[src/rtl/dlx_scoreboard.sv]
// rtl/dlx_scoreboard.sv - DLX register-hazard scoreboard with per-register pending-write counters
// Holds decode on RAW or counter overflow; a single write retiring this cycle is covered by the file bypass.
module dlx_scoreboard #(
  parameter int CNT_W = 2,
  parameter int TOT_W = 6
) (
  input  logic             clk,
  input  logic             rst_n,
  input  logic             id_valid,
  output logic             id_ready,
  input  logic [4:0]       id_rs1,
  input  logic [4:0]       id_rs2,
  input  logic             id_use_rs1,
  input  logic             id_use_rs2,
  input  logic [4:0]       id_rd,
  input  logic             id_wr,
  input  logic             wb_valid,
  input  logic [4:0]       wb_rd,
  input  logic             flush,
  output logic             stall,
  output logic [31:0]      busy_vec,
  output logic [TOT_W-1:0] pending_total,
  output logic             err_underflow,
  input  logic             err_clr
);

  localparam logic [CNT_W-1:0] CNT_MAX = '1;
  localparam logic [TOT_W-1:0] TOT_MAX = '1;

  logic [CNT_W-1:0] cnt_q [32];
  logic [CNT_W-1:0] cnt_d [32];
  logic [TOT_W-1:0] total_q, total_d;
  logic             err_q, err_d;

  logic [CNT_W-1:0] c_rs1, c_rs2, c_rd, c_wb;
  logic             haz_rs1, haz_rs2, haz_ovf;
  logic             issue, retire, underflow;

  assign c_rs1 = cnt_q[id_rs1];
  assign c_rs2 = cnt_q[id_rs2];
  assign c_rd  = cnt_q[id_rd];
  assign c_wb  = cnt_q[wb_rd];

  // One pending write that is retiring right now is readable through the bypass.
  assign haz_rs1 = id_use_rs1 && (id_rs1 != 5'd0) &&
                   ((c_rs1 > CNT_W'(1)) ||
                    ((c_rs1 == CNT_W'(1)) && !(wb_valid && (wb_rd == id_rs1))));
  assign haz_rs2 = id_use_rs2 && (id_rs2 != 5'd0) &&
                   ((c_rs2 > CNT_W'(1)) ||
                    ((c_rs2 == CNT_W'(1)) && !(wb_valid && (wb_rd == id_rs2))));
  assign haz_ovf = id_wr && (id_rd != 5'd0) && (c_rd == CNT_MAX) &&
                   !(wb_valid && (wb_rd == id_rd));

  assign stall     = id_valid && (haz_rs1 || haz_rs2 || haz_ovf);
  assign id_ready  = !stall;
  assign issue     = id_valid && !stall && id_wr && (id_rd != 5'd0) && !flush;
  assign retire    = wb_valid && (wb_rd != 5'd0) && (c_wb != '0);
  assign underflow = wb_valid && (wb_rd != 5'd0) && (c_wb == '0);

  always_comb begin
    for (int r = 0; r < 32; r++) begin
      cnt_d[r] = cnt_q[r];
      if (flush) begin
        cnt_d[r] = '0;
      end else if (issue && (id_rd == 5'(r)) && !(retire && (wb_rd == 5'(r)))) begin
        cnt_d[r] = cnt_q[r] + CNT_W'(1);
      end else if (retire && (wb_rd == 5'(r)) && !(issue && (id_rd == 5'(r)))) begin
        cnt_d[r] = cnt_q[r] - CNT_W'(1);
      end
    end
  end

  always_comb begin
    total_d = total_q;
    if (flush) begin
      total_d = '0;
    end else if (issue && !retire) begin
      total_d = (total_q == TOT_MAX) ? total_q : total_q + TOT_W'(1);
    end else if (retire && !issue && (total_q != '0)) begin
      total_d = total_q - TOT_W'(1);
    end
  end

  always_comb begin
    err_d = err_q;
    if (underflow) begin
      err_d = 1'b1;
    end else if (err_clr) begin
      err_d = 1'b0;
    end
  end

  always_ff @(posedge clk or negedge rst_n) begin
    if (!rst_n) begin
      for (int r = 0; r < 32; r++) begin
        cnt_q[r] <= '0;
      end
      total_q <= '0;
      err_q   <= 1'b0;
    end else begin
      for (int r = 0; r < 32; r++) begin
        cnt_q[r] <= cnt_d[r];
      end
      total_q <= total_d;
      err_q   <= err_d;
    end
  end

  always_comb begin
    busy_vec = '0;
    for (int r = 0; r < 32; r++) begin
      busy_vec[r] = (cnt_q[r] != '0);
    end
  end

  assign pending_total = total_q;
  assign err_underflow = err_q;

endmodule
[config.mk]
export PLATFORM = sky130hd
export DESIGN_NAME = dlx_scoreboard
export DESIGN_NICKNAME = d
export VERILOG_FILES = /design/src/rtl/dlx_scoreboard.sv
export SDC_FILE = /design/constraint.sdc
export NUM_CORES = 1
export LEC_CHECK = 0
export ABC_AREA = 1
export CAP_MARGIN = 15
export CORE_ASPECT_RATIO = 1.5
export CORE_UTILIZATION = 40
export CTS_BUF_LIST = sky130_fd_sc_hd__clkbuf_4 sky130_fd_sc_hd__clkbuf_8
export DETAILED_ROUTE_END_ITERATION = 10
export DONT_BUFFER_PORTS = 1
export GPL_ROUTABILITY_DRIVEN = 0
export PLACE_DENSITY = 0.62
export RECOVER_POWER = 100
export SETUP_SLACK_MARGIN = 0.5
export SLEW_MARGIN = 30
export SYNTH_ARGS = -nofsm -noshare
export SYNTH_HDL_FRONTEND = slang
export SYNTH_SLANG_ARGS = --single-unit
[constraint.sdc]
create_clock -name clk -period 3 [get_ports clk]
set_input_delay 0.3 -clock clk [delete_from_list [all_inputs] [get_ports clk]]
set_output_delay 0.3 -clock clk [all_outputs]
set_load 0.005 [all_outputs]
==> key figures, run 1 <==
Synthesis
  – Simple-Gate Fraction of Synth Area: 50.3%
  – Post-synthesis compound-gate area fraction: 12.0%
  – #FFs+latches synth: 71
  – Yosys warning total: 0
  – Post-synth EDFFs: 0
  – Post-synth cell types: 35
  – Synth Cell Area: 0.00783 mm^2
  – Synth Area in XOR/XNOR: 0.559%
  – Area leader, netlist: nand2_1
  – Asr flop ratio synth: 100%
  – Syn_nets: 1461
  – Sequential area share after synthesis: 22.7%
  – Main synth FF type: dfrtp_1
  – Mux cell area share after synthesis: 0.256%
  – Share of the synthesized area in the top cell type: 26.8%
  – Adder-cell share of the synthesized area: 1.05%
  – Cell count after synthesis: 1426
  – Largest family of logic cells by synthesized area: simple AND/OR/NAND/NOR gates
  – Synth top area cells: nand2_1 (27%), dfrtp_1 (23%), nand3_1 (11%)
  – Synthesized area per cell: 5.49 um^2

Setup path
  – Critical setup path kind: reg2reg
  – Crit-path cells: inv_1 > nand2_1 > a22o_1 > o21ai_2 > buf_4 > nand4_1 > nand3_2 > nand3_4 > ha_4 > a21oi_2 > and2_4 > inv_1 > a21oi_2 > nor2_1 > nor2_1 > nand3_1 > nand3_1 > nand2_1
  – Data arrival time of the critical path: 3.17 ns
  – Slowest CP cell: dfrtp_1
  – Required time worst endpoint: 3.31 ns
  – Critical path's largest stage delay: 0.39 ns
  – Critical Path Start Type: register
  – Worst setup EP type: register
  – Largest fanout on the critical path: 5

Timing
  – Setup Skew: 0.0109 ns
  – Setup slack after layout: 0.137 ns
  – Minimum clock period: 2.86 ns
  – Finish-stage setup viols: 0
  – Period Utilization, post-route: 95.4%
  – RSZ-0062 raised after global routing: yes
  – Setup TNS: 0 ns
  – Final slew viol count: 72
  – Final hold vios: 0
  – Rel. slew slack: -32.8%
  – F_max: 0.349 GHz
  – Worst-Margin Slew: 1.99 ns

Floorplanning
  – Top-Level Pins: 70
  – Die X: 116 um
  – Core footprint: 0.0192 mm^2
  – Die height: 173 um
  – Die area: 0.0202 mm^2
  – Row Count: 62
  – Initial Util: 40.9%

GRT
  – Total grt overflow: 0
  – First-pass GRT wire length: 50.3 mm
  – Largest net degree at the start of global routing: 72
  – Vias in the first global route: 9294
  – Total GRT Usage: 33.1%
  – Antenna violations before repair: 0

Final layout
  – Most frequent cells in the layout: nand2_1 (532), nand3_1 (136), inv_1 (135)
  – Layout area overhead: 22.8%
  – Fin cells: 1748
  – Commonest non-fill, non-tap cell in the layout: nand2_1
  – Layout cell share with drive strength beyond 1: 19.6%
  – Diodes inserted: 0
  – # nets final: 1524
  – Fin util: 50.2%

Outcome
  – Status: complete, but fails checks
  – Violated checks: capacitance limit, slew limit

Clock network
  – Clock slew at reported path FFs: 0.08 ns
  – Max clock buf depth: 2
  – # H-tree levels: 3
  – Worst-Skew Late Latency: 0.41 ns
  – CTS Buf Count: 9
  – Root Buffer: clkbuf_8
  – CTS tree: yes
  – Num Clock Sinks: 71

Detailed routing
  – Vias per Instance: 5.76
  – # DRC: 0
  – Total number of vias: 10100
  – 1st-iter DRT viols: 971
  – Antenna viol nets, final: 0
  – Pre-antenna DRT Iters: 7
  – Wirelength per Cell: 19.2 um
  – Final wirelength: 33.5 mm

Placement
  – DP Cell Count: 1670
  – Port bufs: 0
  – Detailed placement HPWL: 23.7 mm
  – Pre-CTS setup slack: 0.0630 ns

Pwr
  – Power density over cell area: 452 mW/mm^2
  – Static Leak: 0.00497 uW
  – Worst vdd ir: 363 uV
  – Final Power: 4350 uW

Job
  – Max Cap Violations: 1

Hold path
  – Hold crit path type: in2reg
==> path summary, 6_finish.rpt <==
path | end | start | slack (ns) | cells after the start
max | pending_total[5] | cnt_q[55] | 0.14 | 18
min in group asynchronous | cnt_q[57] | rst_n | 0.97 | 2
min | cnt_q[8] | flush | 0.04 | 3
max reg2reg | pending_total[5] | cnt_q[55] | 0.14 | 18
min reg2reg | cnt_q[63] | cnt_q[63] | 0.52 | 2
max in group asynchronous | cnt_q[16] | rst_n | 0.69 | 2
==> cells in the mapped netlist, types with 5 or more instances <==
cell,count
o22ai_1,16
o211ai_1,6
clkbuf_1,19
a21oi_1,16
buf_2,22
o21bai_1,23
o21ai_0,39
nand3_1,174
buf_4,16
nand2_1,559
ha_1,5
o21ai_1,61
xor2_1,5
inv_1,165
buf_1,5
inv_2,7
nand4_1,47
nor3_1,7
nor2_1,132
dfrtp_1,71
==> stage by stage <==
| stage | hold WS (ns) | instance area (um^2) |
|---|---|---|
| floorplan | 0.00441 | 7950 |
| global placement | 0.00894 | 8320 |
| detailed placement | 0.00856 | 8320 |
| CTS | 0.0381 | 9180 |
| global route | 0.0522 | 9620 |
| finish | 0.0378 | 9620 |
==> area by class of cell <==
cell class              count  area (um^2)
clock buffers              11          151
clock inverters             3         20.0
fillers                  1994         9540
inverters                 176          676
multi-input cells        1115         5620
flip-flops and latches     71         1790
well taps                 256          320
repair buffers            116         1040
==> registers in the layout, summed over array words and instances (netlist names) <==
signal / cells
cnt_q: 64
pending_total: 6
err_underflow: 1
==> kinds of logic after synthesis <==
family	after synthesis
buf+inv	242
flops	71
xor+xnor	5
simple gates	934
fa+ha+maj	6
compound gates	166
mux	2
==> report_power, final <==
group	switching, uW	internal [uW]
sequential	248	1140
combinational	1330	872
clock	431	334
==> worst max-delay path: cells and delay by family, from the launching register on <==
family | cells | cell delay, ns
flip-flops | 1 | 0.39
AND/OR/NAND/NOR | 10 | 1.16
buffers and inverters | 3 | 0.36
AO/OA/AOI/OAI | 4 | 0.61
adder cells (fa/ha/maj) | 1 | 0.25
==> routing by layer <==
| metal | GRT usage, % | share of wire (%) |
|---|---|---|
| met1 | 39.0 | 36 |
| met4 | 25.5 | 7.9 |
| met3 | 8.18 | 9.7 |
| met2 | 50.7 | 46 |
| met5 | 0 | 0 |
==> what timing repair did <==
action                                 CTS  global route
gates cloned                             4             1
hold buffers                             4             0
gates resized for setup                104           112
pin swaps                               31            62
buffers inserted                        35            20
setup endpoints to repair               68            70
endpoints found under the hold margin   74             0
Power figures use the tool's default switching activity.
==> run 2, diff against run 1 <==
- CAP_MARGIN: 15 -> 10
- CORE_MARGIN: default -> 2
==> run 2 against run 1 <==
The run still ends with capacitance limit, slew limit left; sequential power hardly changed; worst setup slack better by 0.029 ns; cell count is 0.51% higher; die area is 2.9% higher; combinational power is 2% higher; total power is 8.0% higher; clock power is 41% higher; via count is 1.1% higher; clock-buffer cell count is 2 lower; wire length is 2.6% higher; highest routed layer unchanged.
==> key figures, run 2 (synthesized netlist as in run 1, its figures left out) <==
Outcome
  – Status: complete, but fails checks
  – Violated checks: capacitance limit, slew limit

Timing
  – Rel. slew slack: -29.2% (+3.6 points)
  – Setup slack after layout: 0.166 ns (+0.0287 ns)
  – F_max: 0.353 GHz (+1.0%)
  – Final hold slack: 0.0331 ns (-0.00472 ns)
  – Final hold vios: 0 (unchanged)
  – Setup Skew: 0.0243 ns (+0.0134 ns)
  – RSZ-0062 raised after global routing: yes
  – Worst-Margin Slew: 1.94 ns (-0.0536 ns)
  – Minimum clock period: 2.83 ns (-0.0287 ns)
  – Period Utilization, post-route: 94.5% (-0.96 points)
  – Final slew viol count: 72 (unchanged)
  – Finish-stage setup viols: 0 (unchanged)

Placement
  – Pre-CTS setup slack: 0.0547 ns (-0.00830 ns)
  – Cell Area, Placed: 0.00837 mm^2 (+0.69%)
  – Detailed placement HPWL: 23.6 mm (-0.55%)
  – Port bufs: 0 (unchanged)

Final layout
  – Fillers: 2013 (+0.95%)
  – Most frequent cells in the layout: nand2_1 (529), nand3_1 (149), inv_1 (126)
  – Reg area: 0.00179 mm^2 (+0.21%)
  – Multi-input combinational cell area: 0.00551 mm^2 (-2.0%)
  – # nets final: 1531 (+0.46%)
  – Layout cell share with drive strength beyond 1: 19.7% (+0.083 points)
  – Layout area overhead: 24.8%
  – Largest register FFs: 64 (unchanged)
  – Largest Register: cnt_q
  – Fin util: 51.0% (+0.82 points)
  – Commonest non-fill, non-tap cell in the layout: nand2_1
  – Diodes inserted: 0 (unchanged)
  – Finished Cell Area: 0.00978 mm^2 (+1.6%)

Clock network
  – Num Clock Sinks: 71 (unchanged)
  – Clock slew at reported path FFs: 0.10 ns (+0.02 ns)
  – # H-tree levels: 3 (unchanged)
  – Root Buffer: clkbuf_8
  – CTS tree: yes
  – Max clock buf depth: 2 (unchanged)
  – CTS Buf Count: 9 (unchanged)
  – Worst-Skew Late Latency: 0.41 ns (about the same)

Setup path
  – Critical setup path kind: reg2reg
  – R2R Setup Slk: 0.17 ns (+0.03 ns)
  – Critical Path Start Type: register
  – Critical path's largest stage delay: 0.39 ns (about the same)
  – Buffers & Inverters on Critical Path: 8 (+5)
  – Data arrival time of the critical path: 3.14 ns (-0.03 ns)
  – Slowest CP cell: dfrtp_1
  – Worst path top cell family by delay: simple AND/OR/NAND/NOR gates
  – Worst setup EP type: register
  – Largest fanout on the critical path: 5 (unchanged)
  – Required time worst endpoint: 3.31 ns (about the same)
  – Crit-path most repeated cell: nand2_1

Pwr
  – Worst vdd ir: 413 uV (+14%)
  – Power density over cell area: 481 mW/mm^2 (+6.3%)
  – Final Power: 4700 uW (+8.0%)
  – Static Leak: 0.00497 uW (-0.13%)

GRT
  – Total GRT Usage: 30.9% (-2.2 points)
  – Antenna violations before repair: 0 (unchanged)
  – Total grt overflow: 0 (unchanged)
  – Largest net degree at the start of global routing: 72 (unchanged)
  – Vias in the first global route: 9307 (+0.14%)
  – First-pass GRT wire length: 49.9 mm (-0.80%)

Floorplanning
  – Initial Util: 40.9% (unchanged)
  – Row Count: 62 (unchanged)
  – Top-Level Pins: 70 (unchanged)
  – Die X: 118 um (+1.7%)
  – Die height: 175 um (+1.2%)
  – Core footprint: 0.0192 mm^2 (unchanged)
  – Die area: 0.0207 mm^2 (+2.9%)

Detailed routing
  – Vias per Instance: 5.79 (+0.58%)
  – Total number of vias: 10200 (+1.1%)
  – # DRC: 0 (unchanged)
  – 1st-iter DRT viols: 959 (-1.2%)
  – Antenna viol nets, final: 0 (unchanged)
  – Wirelength per Cell: 19.6 um (+2.1%)
  – Final wirelength: 34.4 mm (+2.6%)
  – Pre-antenna DRT Iters: 7 (unchanged)

Job
  – Max Cap Violations: 1 (unchanged)

Hold path
  – Hold crit path type: in2reg
[run 2: timing repair]
action / in CTS / in global routing
endpoints found under the setup margin: 46 / 69
cloned: 0 / 8
pin swaps: 25 / 49
hold buffers: 4 / 0
setup buffers: 21 / 32
gates resized for setup: 78 / 162
hold endpoints to repair: 74 / 0
[run 2: final cells by class]
type / instances / area share, %
multi-input combinational: 1113 / 56.3
sequential: 71 / 18.3
tap: 256 / 3.28
timing repair buffer: 125 / 12.4
clock buffer: 9 / 1.27
clock inverter: 7 / 1.48
inverter: 176 / 6.94
[run 2: worst min-delay path, delay by kind of cell]
kind	cells	cell delay, ns
simple gates	2	0.06
compound gates	1	0.05
[run 2: worst paths after layout]
kind,startpoint,end,depth (start not counted)
worst max-delay path,cnt_q[55],cnt_q[3],25
worst min-delay path,flush,cnt_q[30],3
worst max register to register,cnt_q[55],cnt_q[3],25
worst min register to register,cnt_q[63],cnt_q[63],2
max in group asynchronous,rst_n,cnt_q[24],2
min in group asynchronous,rst_n,cnt_q[42],2
[run 2: through the flow]
step | instances | setup TNS [ns]
5_1_grt | 1757 | -0.0414
2_1_floorplan | 1426 | 0
3_5_place_dp | 1676 | 0
4_1_cts | 1717 | 0
6_report | 1757 | 0
3_3_place_gp | 1676 | 0
[run 2: layer usage]
layer | vias to the layer above | wire length [um] | global-route usage (%)
met5 | - | 0 | 0
met3 | 215 | 3510 | 5.97
met2 | 615 | 15500 | 49.8
met4 | 0 | 3320 | 25.8
li1 | 4721 | - | -
met1 | 4627 | 12100 | 35.2
[run 2: power by group]
group / switching (uW) / internal [uW] / total (uW)
clock network: 441 / 639 / 1080
logic: 1330 / 911 / 2240
registers: 242 / 1140 / 1380
==> run 3, diff against run 2 <==
- CORE_ASPECT_RATIO: 1.5 -> default
- CTS_BUF_LIST: sky130_fd_sc_hd__clkbuf_4 sky130_fd_sc_hd__clkbuf_8 -> sky130_fd_sc_hd__clkbuf_8 sky130_fd_sc_hd__clkbuf_16
==> run 3 against run 2 <==
The run still ends with capacitance limit, slew limit left; cell count is 0.68% lower; hold slack worse by 0.012 ns; clock skew is 0.012 ns lower; sequential share of layout area grew 0.50 points; register-to-register slack worse by 0.03 ns; non-clock buffer count down 21; design area down 2.4%; clock power grew 19%; worst setup slack worse by 0.035 ns; critical endpoint unchanged; highest routed layer unchanged.
==> key figures, run 3 (synthesized netlist as in run 1, its figures left out) <==
Timing
  – Rel. slew slack: -36.1% (-6.9 points)
  – Finish-stage setup viols: 0 (unchanged)
  – Worst-Margin Slew: 2.04 ns (+0.104 ns)
  – Setup slack after layout: 0.131 ns (-0.0349 ns)
  – Final slew viol count: 72 (unchanged)
  – Setup TNS: 0 ns (unchanged)
  – F_max: 0.349 GHz (-1.2%)
  – Minimum clock period: 2.87 ns (+0.0349 ns)
  – Setup Skew: 0.0125 ns (-0.0118 ns)
  – RSZ-0062 raised after global routing: yes
  – Final hold vios: 0 (unchanged)
  – Period Utilization, post-route: 95.6% (+1.2 points)
  – Final hold slack: 0.0209 ns (-0.0122 ns)

GRT
  – Vias in the first global route: 8795 (-5.5%)
  – Total GRT Usage: 31.6% (+0.74 points)
  – Largest net degree at the start of global routing: 72 (unchanged)
  – First-pass GRT wire length: 49.8 mm (about the same)
  – Total grt overflow: 0 (unchanged)
  – Antenna violations before repair: 0 (unchanged)

Detailed routing
  – Antenna viol nets, final: 0 (unchanged)
  – Total number of vias: 9976 (-2.0%)
  – Wirelength per Cell: 18.9 um (-3.3%)
  – # DRC: 0 (unchanged)
  – Pre-antenna DRT Iters: 6 (-1)
  – Final wirelength: 33.0 mm (-4.0%)
  – 1st-iter DRT viols: 1486 (+55%)
  – Vias per Instance: 5.72 (-1.3%)

Floorplanning
  – Die height: 144 um (-18%)
  – Die X: 144 um (+22%)
  – Initial Util: 40.5% (-0.37 points)
  – Row Count: 51 (-18%)
  – Die area: 0.0207 mm^2 (-0.11%)
  – Core footprint: 0.0193 mm^2 (+0.91%)
  – Top-Level Pins: 70 (unchanged)

Final layout
  – Largest register FFs: 64 (unchanged)
  – Layout area overhead: 21.8%
  – Most frequent cells in the layout: nand2_1 (539), nand3_1 (155), nor2_1 (130)
  – Finished Cell Area: 0.00955 mm^2 (-2.4%)
  – # nets final: 1510 (-1.4%)
  – Fillers: 2028 (+0.75%)
  – Diodes inserted: 0 (unchanged)
  – Multi-input combinational cell area: 0.00540 mm^2 (-2.0%)
  – Layout cell share with drive strength beyond 1: 17.3% (-2.4 points)
  – Largest Register: cnt_q
  – Reg area: 0.00180 mm^2 (+0.28%)
  – Commonest non-fill, non-tap cell in the layout: nand2_1

Job
  – Max Cap Violations: 1 (unchanged)

Clock network
  – Root Buffer: clkbuf_16
  – # H-tree levels: 3 (unchanged)
  – Num Clock Sinks: 71 (unchanged)
  – Clock slew at reported path FFs: 0.06 ns (-0.04 ns)
  – Worst-Skew Late Latency: 0.36 ns (-0.05 ns)
  – CTS tree: yes
  – Max clock buf depth: 2 (unchanged)
  – CTS Buf Count: 9 (unchanged)

Setup path
  – Critical path's largest stage delay: 0.46 ns (+0.07 ns)
  – Critical setup path kind: reg2reg
  – Critical Path Start Type: register
  – Required time worst endpoint: 3.25 ns (-0.06 ns)
  – Worst setup EP type: register
  – Largest fanout on the critical path: 5 (unchanged)
  – Slowest CP cell: dfrtp_1
  – Data arrival time of the critical path: 3.11 ns (-0.03 ns)
  – Crit-path cells: o211ai_1 > nand3_1 > nand3_1 > nand2_1 > nand2_1 > nand2_1 > nand3_2 > clkbuf_4 > buf_6 > buf_6 > buf_6 > nand3_4 > nor2_4 > buf_12 > buf_12 > nand2_2 > nand2_4 > nand3_1 > nor2_1 > nor2_1

Pwr
  – Static Leak: 0.00481 uW (-3.2%)
  – Final Power: 4840 uW (+3.0%)
  – Power density over cell area: 507 mW/mm^2 (+5.5%)
  – Worst vdd ir: 309 uV (-25%)

Outcome
  – Status: complete, but fails checks
  – Violated checks: capacitance limit, slew limit

Placement
  – Detailed placement HPWL: 22.8 mm (-3.3%)
  – Pre-CTS setup slack: 0.0315 ns (-0.0233 ns)
  – Cell Area, Placed: 0.00821 mm^2 (-2.0%)
  – Port bufs: 0 (unchanged)

Hold path
  – Hold crit path type: in2reg
==> run 3: where the power goes <==
| group | internal (uW) | switching (uW) |
|---|---|---|
| Clock | 817 | 471 |
| Sequential | 1140 | 276 |
| Combinational | 834 | 1300 |
==> run 3: area by class of cell <==
class	count	area share [%]
Clock buffer	13	2.94
Clock inverter	3	0.669
Inverter	176	7.08
Multi-Input combinational cell	1113	56.5
Sequential cell	71	18.8
Tap cell	265	3.47
Timing Repair Buffer	104	10.5
==> run 3: per-stage QoR <==
step | util (%) | std cells
after floorplan | - | 1426
after global placement | 42.5 | 1665
after detailed placement | 42.5 | 1665
after CTS | 48.6 | 1723
after global routing | 49.4 | 1745
final | 49.4 | 1745
==> run 3: repair_timing <==
item | 4_1_cts | 5_1_grt
resized for setup | 134 | 61
endpoints found under the setup margin | 62 | 70
endpoints found under the hold margin | 71 | 0
cloned | 7 | 0
pin swaps | 32 | 37
buffers inserted | 33 | 22
hold buffers | 2 | 0
==> run 3: worst paths after layout <==
kind	startpoint	end	slack [ns]	cells after the start
worst max-delay path	cnt_q[10]	cnt_q[3]	0.13	20
worst min-delay path	flush	cnt_q[63]	0.02	1
worst max register to register	cnt_q[10]	cnt_q[3]	0.13	20
worst min register to register	cnt_q[63]	cnt_q[63]	0.53	2
max in group asynchronous	rst_n	cnt_q[42]	0.49	2
min in group asynchronous	rst_n	cnt_q[35]	1.17	2
==> run 3: metal layers <==
metal / global-route usage, % / share of wire, % / vias up
li1: - / - / 4675
met1: 43.3 / 40 / 4530
met2: 47.1 / 42 / 654
met3: 8.53 / 13 / 117
met4: 12.6 / 4.6 / 0
met5: 0 / 0 / -
==> run 3: critical path: cells and delay by family (launching register included) <==
family,cells,cell delay (ns)
and+or+nand+nor,13,1.41
buffers and inverters,6,0.67
DFF,1,0.46
AOI/OAI and AO/OA,1,0.21
